**config.mk**
```make
export PLATFORM = sky130hd
export DESIGN_NAME = seven_seg_scan_ctrl
export DESIGN_NICKNAME = d
export VERILOG_FILES = /design/src/rtl/seven_seg_scan_ctrl_pkg.sv /design/src/rtl/seven_seg_scan_ctrl_dec.sv /design/src/rtl/seven_seg_scan_ctrl.sv
export SDC_FILE = /design/constraint.sdc
export NUM_CORES = 1
export LEC_CHECK = 0
export BUFFER_PORTS_ARGS = -buffer_cell sky130_fd_sc_hd__buf_4
export CAP_MARGIN = 20
export CORE_MARGIN = 2
export CORE_UTILIZATION = 33
export CTS_CLUSTER_DIAMETER = 50
export CTS_CLUSTER_SIZE = 14
export DETAILED_ROUTE_END_ITERATION = 12
export PLACE_DENSITY = 0.6
export SLEW_MARGIN = 20
export SYNTH_ARGS = -nofsm -noshare
export SYNTH_HDL_FRONTEND = slang
export SYNTH_HIERARCHICAL = 1
export SYNTH_SLANG_ARGS = --single-unit
```
**constraint.sdc**
```tcl
create_clock -name clk -period 3.4 [get_ports clk]
set_input_delay 0.34 -clock clk [delete_from_list [all_inputs] [get_ports clk]]
set_output_delay 0.34 -clock clk [all_outputs]
set_load 0.02 [all_outputs]
```
**src/rtl/seven_seg_scan_ctrl_pkg.sv**
```systemverilog
// Shared definitions for the four-digit seven-segment scan controller.
package seven_seg_scan_ctrl_pkg;

    localparam int NUM_DIGITS = 4;

    // Scan phase of the current digit slot
    typedef enum logic [1:0] {
        ST_OFF   = 2'd0,
        ST_GUARD = 2'd1,
        ST_ON    = 2'd2
    } scan_state_e;

    // Active-low drive patterns for a dark display
    localparam logic [6:0]            SEG_BLANK = 7'h7F;
    localparam logic [NUM_DIGITS-1:0] AN_OFF    = 4'hF;

endpackage

```
**src/rtl/seven_seg_scan_ctrl_dec.sv**
```systemverilog
// Hex nibble to active-low seven-segment pattern (bit 0 = segment a).
module hex_to_seven_Seg (
    input  logic [3:0] hex_i,
    output logic [6:0] seg_o
);

    // Pure lookup; patterns are written active-high (gfedcba) then inverted
    always_comb begin
        seg_o = 7'h7F;
        case (hex_i)
            4'h0: seg_o = ~7'h3F;
            4'h1: seg_o = ~7'h06;
            4'h2: seg_o = ~7'h5B;
            4'h3: seg_o = ~7'h4F;
            4'h4: seg_o = ~7'h66;
            4'h5: seg_o = ~7'h6D;
            4'h6: seg_o = ~7'h7D;
            4'h7: seg_o = ~7'h07;
            4'h8: seg_o = ~7'h7F;
            4'h9: seg_o = ~7'h6F;
            4'hA: seg_o = ~7'h77;
            4'hB: seg_o = ~7'h7C;
            4'hC: seg_o = ~7'h39;
            4'hD: seg_o = ~7'h5E;
            4'hE: seg_o = ~7'h79;
            4'hF: seg_o = ~7'h71;
            default: seg_o = 7'h7F;
        endcase
    end

endmodule

```
**src/rtl/seven_seg_scan_ctrl.sv**
```systemverilog
// Time-multiplexed 4-digit common-anode display scanner with a blanking
// guard between digits and frame-synchronous double-buffered updates.
module seven_seg_scan_ctrl
    import seven_seg_scan_ctrl_pkg::*;
#(
    parameter int unsigned REFRESH_DIV = 50000,
    parameter int unsigned GUARD       = 16
) (
    input  logic                  clk,
    input  logic                  reset,
    input  logic                  enable,
    input  logic                  load,
    input  logic [15:0]           value,
    input  logic [3:0]            dp_in,
    input  logic                  lz_en,
    output logic [6:0]            seg,
    output logic                  dp_n,
    output logic [NUM_DIGITS-1:0] an,
    output logic                  pending,
    output logic                  frame_done
);

    localparam int CNT_W = (REFRESH_DIV > 1) ? $clog2(REFRESH_DIV) : 1;

    scan_state_e     state_q, state_d;
    logic [1:0]      digit_q, digit_d;
    logic [CNT_W-1:0] cnt_q, cnt_d;

    logic [15:0]     disp_q, disp_d;
    logic [3:0]      disp_dp_q, disp_dp_d;
    logic [15:0]     shadow_q, shadow_d;
    logic [3:0]      shadow_dp_q, shadow_dp_d;
    logic            pending_q, pending_d;

    logic [6:0]      seg_q, seg_d;
    logic            dp_n_q, dp_n_d;
    logic [3:0]      an_q, an_d;
    logic            frame_done_q, frame_done_d;

    logic            slot_end;
    logic            frame_bnd;
    logic [3:0]      dec_nib;
    logic [6:0]      dec_seg;

    // A digit above 0 goes dark when it and every digit to its left are zero,
    // unless its decimal point is requested.
    function automatic logic digit_suppressed(input logic [15:0] v,
                                              input logic [3:0]  dp,
                                              input logic [1:0]  d,
                                              input logic        lz);
        logic upper_zero;
        upper_zero = 1'b1;
        for (int i = 0; i < NUM_DIGITS; i++) begin
            if ((i >= int'(d)) && (v[4*i +: 4] != 4'h0)) begin
                upper_zero = 1'b0;
            end
        end
        return lz && (d != 2'd0) && !dp[d] && upper_zero;
    endfunction

    assign slot_end  = (state_q == ST_ON) && (cnt_q == CNT_W'(REFRESH_DIV - 1));
    assign frame_bnd = slot_end && (digit_q == 2'd3);

    // Single shared decoder, steered by the digit index
    assign dec_nib = disp_q[{digit_q, 2'b00} +: 4];

    hex_to_seven_Seg u_dec (
        .hex_i (dec_nib),
        .seg_o (dec_seg)
    );

    // Slot sequencing: guard phase, lit phase, then advance or stop
    always_comb begin
        state_d = state_q;
        digit_d = digit_q;
        cnt_d   = cnt_q;
        case (state_q)
            ST_OFF: begin
                cnt_d   = '0;
                digit_d = 2'd0;
                if (enable) begin
                    state_d = ST_GUARD;
                end
            end
            ST_GUARD: begin
                cnt_d = cnt_q + CNT_W'(1);
                if (cnt_q == CNT_W'(GUARD - 1)) begin
                    state_d = ST_ON;
                end
            end
            ST_ON: begin
                if (slot_end) begin
                    cnt_d = '0;
                    if (enable) begin
                        state_d = ST_GUARD;
                        digit_d = digit_q + 2'd1;
                    end else begin
                        state_d = ST_OFF;
                        digit_d = 2'd0;
                    end
                end else begin
                    cnt_d = cnt_q + CNT_W'(1);
                end
            end
            default: begin
                state_d = ST_OFF;
                digit_d = 2'd0;
                cnt_d   = '0;
            end
        endcase
    end

    // Double buffer: host loads land in shadow, committed only at a frame
    // boundary, except when the display is dark or the load hits the boundary
    always_comb begin
        disp_d      = disp_q;
        disp_dp_d   = disp_dp_q;
        shadow_d    = shadow_q;
        shadow_dp_d = shadow_dp_q;
        pending_d   = pending_q;
        if (frame_bnd && pending_q) begin
            disp_d    = shadow_q;
            disp_dp_d = shadow_dp_q;
            pending_d = 1'b0;
        end
        if (load) begin
            shadow_d    = value;
            shadow_dp_d = dp_in;
            if (frame_bnd || (state_q == ST_OFF)) begin
                disp_d    = value;
                disp_dp_d = dp_in;
                pending_d = 1'b0;
            end else begin
                pending_d = 1'b1;
            end
        end
    end

    // Pin drives follow the current slot one cycle later; frame_done is
    // pre-computed so it is high during the last cycle of the frame
    always_comb begin
        seg_d  = SEG_BLANK;
        dp_n_d = 1'b1;
        an_d   = AN_OFF;
        if (state_q != ST_OFF) begin
            seg_d  = dec_seg;
            dp_n_d = ~disp_dp_q[digit_q];
            if ((state_q == ST_ON) &&
                !digit_suppressed(disp_q, disp_dp_q, digit_q, lz_en)) begin
                an_d = ~(4'b0001 << digit_q);
            end
        end
        frame_done_d = (state_q == ST_ON) && (digit_q == 2'd3) &&
                       (cnt_q == CNT_W'(REFRESH_DIV - 2));
    end

    // Scan state registers
    always_ff @(posedge clk) begin
        if (reset) begin
            state_q <= ST_OFF;
            digit_q <= 2'd0;
            cnt_q   <= '0;
        end else begin
            state_q <= state_d;
            digit_q <= digit_d;
            cnt_q   <= cnt_d;
        end
    end

    // Display and shadow buffers
    always_ff @(posedge clk) begin
        if (reset) begin
            disp_q      <= '0;
            disp_dp_q   <= '0;
            shadow_q    <= '0;
            shadow_dp_q <= '0;
            pending_q   <= 1'b0;
        end else begin
            disp_q      <= disp_d;
            disp_dp_q   <= disp_dp_d;
            shadow_q    <= shadow_d;
            shadow_dp_q <= shadow_dp_d;
            pending_q   <= pending_d;
        end
    end

    // Registered pin drivers
    always_ff @(posedge clk) begin
        if (reset) begin
            seg_q        <= SEG_BLANK;
            dp_n_q       <= 1'b1;
            an_q         <= AN_OFF;
            frame_done_q <= 1'b0;
        end else begin
            seg_q        <= seg_d;
            dp_n_q       <= dp_n_d;
            an_q         <= an_d;
            frame_done_q <= frame_done_d;
        end
    end

    assign seg        = seg_q;
    assign dp_n       = dp_n_q;
    assign an         = an_q;
    assign pending    = pending_q;
    assign frame_done = frame_done_q;

endmodule
```
* Yosys cells after proc, flatten, opt, wreduce, memory -nomap -nowiden *
Memory sizes are Yosys's and may differ from the RTL's. A register that Yosys moved wholly into a read port is not among the register bits.
Index checks and enable logic that the tools add are counted.

storage, ports and cells
  output and inout port bits = 14
  memory bits (read-only) = 112
  memories = 1
  bits in registers = 67
  bits of input ports = 25

memories
  memory           words  width  read ports  clocked after memory_dff  wr ports  line                           RTL
  (no name shown)  16     7      1           1                         0         seven_seg_scan_ctrl_dec.sv:10  case (hex_i)

cells by class
  add/sub/neg operators = 2
  order comparisons = 4
  reductions and logical operators = 27
  bitwise gates (word level) = 5
  equal/unequal tests = 9
  muxes and demuxes = 26
  shifts and indexed selects = 2

operators by type and width
  cell                                                               count
  two-way mux 16 bit                                                 4
  == test 16 bit (second input constant)                             2
  case mux 16 bit (2 select lines)                                   1
  adder 16 x 1 -> 16 bit (second input constant)                     1
  == test 16 x 4 -> 1 bit (second input constant)                    1
  nonzero test 4 bit                                                 4
  variable part select 16 x 5 -> 4 bit                               1
  logical AND 1 bit                                                  12
  two-way mux 4 bit                                                  3
  two-way mux 1 bit                                                  10
  two-way mux 2 bit                                                  5
  inequality test 2 bit (second input constant)                      3
  case mux 2 bit (3 select lines)                                    1
  nonzero test 2 bit                                                 3
  == test 2 bit (second input constant)                              2
  greater-or-equal comparator 1 x 2 -> 1 bit (first input constant)  2
  NOT 1 bit                                                          4
  NOT 4 bit                                                          1
  case mux 2 bit (2 select lines)                                    1
  << shifter 1 x 2 -> 4 bit (first input constant)                   1
  less-than comparator 2 x 3 -> 1 bit (second input constant)        1
  AND reduction 3 bit                                                1
  OR reduction 3 bit                                                 1
  adder 2 x 1 -> 2 bit (second input constant)                       1
  8 further kinds                                                    9

* Logic depth before layout (Yosys ltp) *
  depth after elaboration = 12
  gate-level depth with buffers = 8

* By module *
Netlist, hierarchy kept.

by module, submodules not included
  module               instances  cells each  area each (µm²)
  seven_seg_scan_ctrl  1          363         3214.3
  hex_to_seven_Seg     1          32          275.3

* Worst setup path after synthesis *
OpenSTA, ideal clock, no wires.

  path kind = register -> register
  start = reg digit_q[0]
  end = reg seg_q[3] (netlist: seg[3])
  period minus slack after synthesis = 2.473 ns
  library setup time = 0.127 ns
  data arrival time = 2.346 ns
  path slack = 0.927 ns
  cell stages (with the launch flop) = 8
  required time = 3.273 ns
  cell sequence = dfxtp_1 clkbuf_1 mux4_2 inv_1 ha_1 inv_1 mux4_1 or3_1

on the way
  longest elaborated chain between the ends = 1

ends and longest elaborated chain
  item                                  line                        RTL
  start: declaration                    seven_seg_scan_ctrl.sv:26   logic [1:0] digit_q, digit_d;
  start signal: assignment              seven_seg_scan_ctrl.sv:165  digit_q <= digit_d;
  variable part select 16 x 5 -> 4 bit  seven_seg_scan_ctrl.sv:65   assign dec_nib = disp_q[{digit_q, 2'b00} +: 4];
  via dec_nib[0]                        seven_seg_scan_ctrl.sv:42   logic [3:0] dec_nib;
  end: declaration                      seven_seg_scan_ctrl.sv:35   logic [6:0] seg_q, seg_d;

The timed path passes the listed nets, and every way through them passes these cells.
A chain may end at the register's enable or synchronous reset.

* Worst setup path after layout *
  start = reg cnt_q[7]
  end = reg disp_dp_q[3]

on the way
  longest elaborated chain between the ends = 7
  elaborated cells on any way between the ends = 8
  those cells by class = eq/ne (1); mux (3); reduce/logical (4)

ends and longest elaborated chain
  item                      line                        RTL
  start: declaration        seven_seg_scan_ctrl.sv:27   logic [CNT_W-1:0] cnt_q, cnt_d;
  start signal: assignment  seven_seg_scan_ctrl.sv:166  cnt_q <= cnt_d;
  == test 16 bit (*)        seven_seg_scan_ctrl.sv:61   assign slot_end = (state_q == ST_ON) && (cnt_q == CNT_W'(REFRESH_DIV - 1));
  logical AND 1 bit (*)     seven_seg_scan_ctrl.sv:61
  logical AND 1 bit (*)     seven_seg_scan_ctrl.sv:62   assign frame_bnd = slot_end && (digit_q == 2'd3);
  logical AND 1 bit         seven_seg_scan_ctrl.sv:121  if (frame_bnd && pending_q) begin
  two-way mux 4 bit         seven_seg_scan_ctrl.sv:121
  two-way mux 4 bit         seven_seg_scan_ctrl.sv:129  if (frame_bnd || (state_q == ST_OFF)) begin
  two-way mux 4 bit (*)     seven_seg_scan_ctrl.sv:126  if (load) begin
  end signal: assignment    seven_seg_scan_ctrl.sv:180  disp_dp_q <= disp_dp_d;
  end: declaration          seven_seg_scan_ctrl.sv:30   logic [3:0] disp_dp_q, disp_dp_d;

Mark *: on every way between the ends. The rest lies on a longest branch, timed or not.

==> run summary <==
## STA
* Final Hold Slack: 242 ps
* measured slew at the worst slew-check pin: 688 ps
* Period minus WS final: 2550 ps
* unrepaired setup endpoints after global routing: no
* Final Hold Fails: 0
* worst rel slew slack: 54.1%
* final-report max-slew violation count: 0
* final worst-path cycle share: 74.9%
* clock tree skew after final layout: 13.9 ps
* max frequency: 392 MHz
* final setup violation count: 0
* setup_tns: 0 ps

## Global routing
* GRT Resource Usage Total: 13.7%
* number of global-route vias before repair: 2674
* initial antenna violation count: 0
* first-pass GRT wire length: 12.4 mm
* total congestion overflow: 0
* largest net degree at the start of global routing: 43

## Pwr
* power per cell area: 659 nW/um^2
* Total Power: 2.69 mW
* clock network fraction of design power: 28.5%
* reported leakage power: 1.61 nW
* power spent charging and discharging nets: 0.872 mW
* internal power consumption: 1.82 mW
* Net Sw Frac: 32.4%
* Worst VDD drop: 0.000237 V
* sequential group share of total power: 41.8%
* portion of total power attributed to combinational logic: 29.8%

## Floorplanning
* Die Outline Area: 11400 um^2
* total number of placement rows: 37
* die boundary width: 107 um
* count of pins on the block boundary: 39
* effective utilization at floorplan: 34.0%
* core area: 10300 um^2
* floorplan die height: 107 um

## Yosys
* post-synthesis net count: 437
* number of different library cells in the post-synthesis netlist: 46
* most common flop cell mapped by yosys: dfxtp_1
* synthesized instance count: 395
* Syn. warnings: 6
* average size of a mapped cell: 8.83 um^2
* cell area after technology mapping: 3490 um^2
* EDFF count, synth: 0
* sequential fraction of the synthesis area: 42.5%
* number of register bits inferred by synthesis: 74
* share of synthesized flip-flops with an asynchronous set or reset: 0%

## Setup path
* Required @ worst endpoint: 3670 ps
* highest net fanout along the worst path: 20
* data arrival time at the worst-slack endpoint: 2820 ps
* Critical Path Sink Type: flip-flop
* kind of start point of the critical path: flip-flop
* capturing point of the worst reg2reg path: disp_dp_q[3]
* largest stage delay on the critical path: 700 ps
* slack of the worst reg-to-reg path: 850 ps
* R2R depth: 5
* type of the worst setup path: reg -> reg
* library cell contributing the largest single delay on the critical path: and4_1
* startpoint of the most critical register-to-register path: cnt_q[7]
* list of cells traversed by the critical path: or4_4 -> nor4_4 -> and4_1 -> nand2_1 -> a311oi_2

## Clock network
* number of buffers created by CTS: 9
* TritonCTS clock tree: yes
* cts hold-fix bufs: 0
* Resized cells post-CTS: 0
* post-CTS clock slew at the launch and capture registers of the worst setup and hold paths: 80 ps
* number of levels the H-tree was split into: 3
* buffer cell driving the clock tree root: clkbuf_8
* CTS max path bufs: 2
* Clk Latency, worst-skew pair: 350 ps
* # Post-CTS Setup Buffers: 0
* clock sink total: 74

## Detailed routing
* final wirelength: 7.21 mm
* violation count after the first detailed-route iteration: 121
* Vias per Instance: 4.85
* DR pass1 iterations: 4
* met2 wirelength from detailed routing: 3.34 mm
* via count: 2734
* DRC Markers: 0
* Detail Route met3 WL: 278 um
* routed length on met1: 3.53 mm
* routed len/inst: 12.8 um
* Detail Route Antenna Nets: 0
* Top Metal Used: met4

## Layout
* final net count: 465
* Layout Area Growth over Synthesis: 16.9%
* Util after Layout: 39.7%
* count of antenna diodes in the layout: 0
* share of post-route cells with drive strength above 1: 17.3%
* number of fillers in the final layout: 1072
* area of all placed cells without fillers: 4080 um^2

## Placement
* cell area reported after detailed placement: 3850 um^2
* IO Port Bufs: 38
* gpl congestion: 0.823
* hpwl dp: 5.28 mm

## Min path
* startpoint of the most critical hold path: dp_in[3]
* cell count of the worst hold path: 3
* hold endpoint: shadow_dp_q[3]
* type of the tightest min-delay check: in -> reg

## Run
* number of maximum-capacitance violations: 0

## Outcome
* outcome: complete, no violations

[sequential cells by signal (all words and copies together), names as in the netlist]
name	count
an	4
cnt_q	16
digit_q	2
disp_dp_q	4
disp_q	16
dp_n	1
frame_done	1
pending	1
seg	7
shadow_dp_q	4
shadow_q	16
state_q	2
[Yosys cell counts (3+ instances only)]
library cell | n | area share, %
buf_6 | 3 | 0.97
nor2_1 | 49 | 5.3
mux4_2 | 5 | 3.2
a31oi_1 | 19 | 3.4
ha_1 | 17 | 6.1
nand3_1 | 7 | 1.0
clkbuf_1 | 17 | 1.8
xor2_1 | 8 | 2.0
nor3_1 | 3 | 0.43
o21ai_0 | 3 | 0.43
nor4_1 | 5 | 0.90
inv_1 | 27 | 2.9
and3_1 | 3 | 0.54
dfxtp_1 | 74 | 42
a21oi_1 | 21 | 3.0
nand4_1 | 5 | 0.90
mux2i_1 | 6 | 1.7
nand2_1 | 55 | 5.9
xnor2_1 | 6 | 1.5
o41ai_2 | 3 | 1.4
or3_1 | 8 | 1.4
o21a_1 | 19 | 4.1
[critical path, delay by kind of cell, from the launching register on]
| family | cells | cell delay [ps] |
|---|---|---|
| flops | 1 | 370 |
| simple gates | 4 | 1820 |
| compound gates | 1 | 270 |
[placed cells by master, fill, tap and decap left out, types with 5 or more instances in the layout]
cell and n:
buf_4 41, mux4_2 5, clkbuf_8 10, a21oi_1 21, nand3_1 7, or3_1 8
xor2_1 8, nor4_1 5, nor2_1 49, xnor2_1 6, mux2i_1 6, ha_1 17
a31oi_1 19, inv_1 27, nand4_1 5, o21a_1 19, nand2_1 55, dfxtp_1 74
[power by group through the flow]
| stage | clock network (mW) | logic (mW) | registers, mW |
|---|---|---|---|
| 2_1_floorplan | 0 | 0.582 | 1.15 |
| 3_3_place_gp | 0 | 0.784 | 1.14 |
| 3_5_place_dp | 0 | 0.805 | 1.14 |
| 4_1_cts | 0.787 | 0.809 | 1.12 |
| 5_1_grt | 0.824 | 0.898 | 1.15 |
| 6_report | 0.765 | 0.800 | 1.12 |
[stage by stage]
stage                     worst slack [ps]  instances
after global placement                 920        548
after floorplan                        927        395
after detailed placement               856        548
final                                  852        564
after global routing                   706        564
after CTS                              822        564
[metal layers]
metal,track usage (%),up-vias
met1,17.8,1270
met3,3.10,5
met2,22.0,49
met4,5.66,0
li1,-,1410
met5,0,-
[worst max path at each step]
stage | slack, ps | depth (start not counted) | startpoint | end
after global placement | 920 | 5 | cnt_q[7] | disp_dp_q[3]
after CTS | 820 | 5 | cnt_q[7] | disp_dp_q[3]
after global routing | 710 | 5 | cnt_q[7] | disp_dp_q[3]
after floorplan | 930 | 7 | digit_q[0] | seg[3]
final | 850 | 5 | cnt_q[7] | disp_dp_q[3]
after detailed placement | 860 | 5 | cnt_q[7] | disp_dp_q[3]
[layout make-up]
cell class                 instances  area [um^2]  share of cell area (%)
multi-input combinational        270         1790                    43.9
clock inverter                     6         90.1                    2.21
inverter                          27          101                    2.48
sequential                        74         1480                    36.3
clock buffer                      10          138                    3.37
timing repair buffer              41          308                    7.55
tap                              136          170                    4.17
[logic make-up after synthesis]
group | count (synthesis) | synth area share (%)
AOI/OAI and AO/OA | 75 | 15.2
DFF | 74 | 42.5
buffers and inverters | 51 | 6.24
muxes | 14 | 6.35
xor gates and xnor gates | 14 | 3.51
and+or+nand+nor | 150 | 20.2
adders and majority gates | 17 | 6.10
No activity file was read; power rests on OpenSTA's default activity.
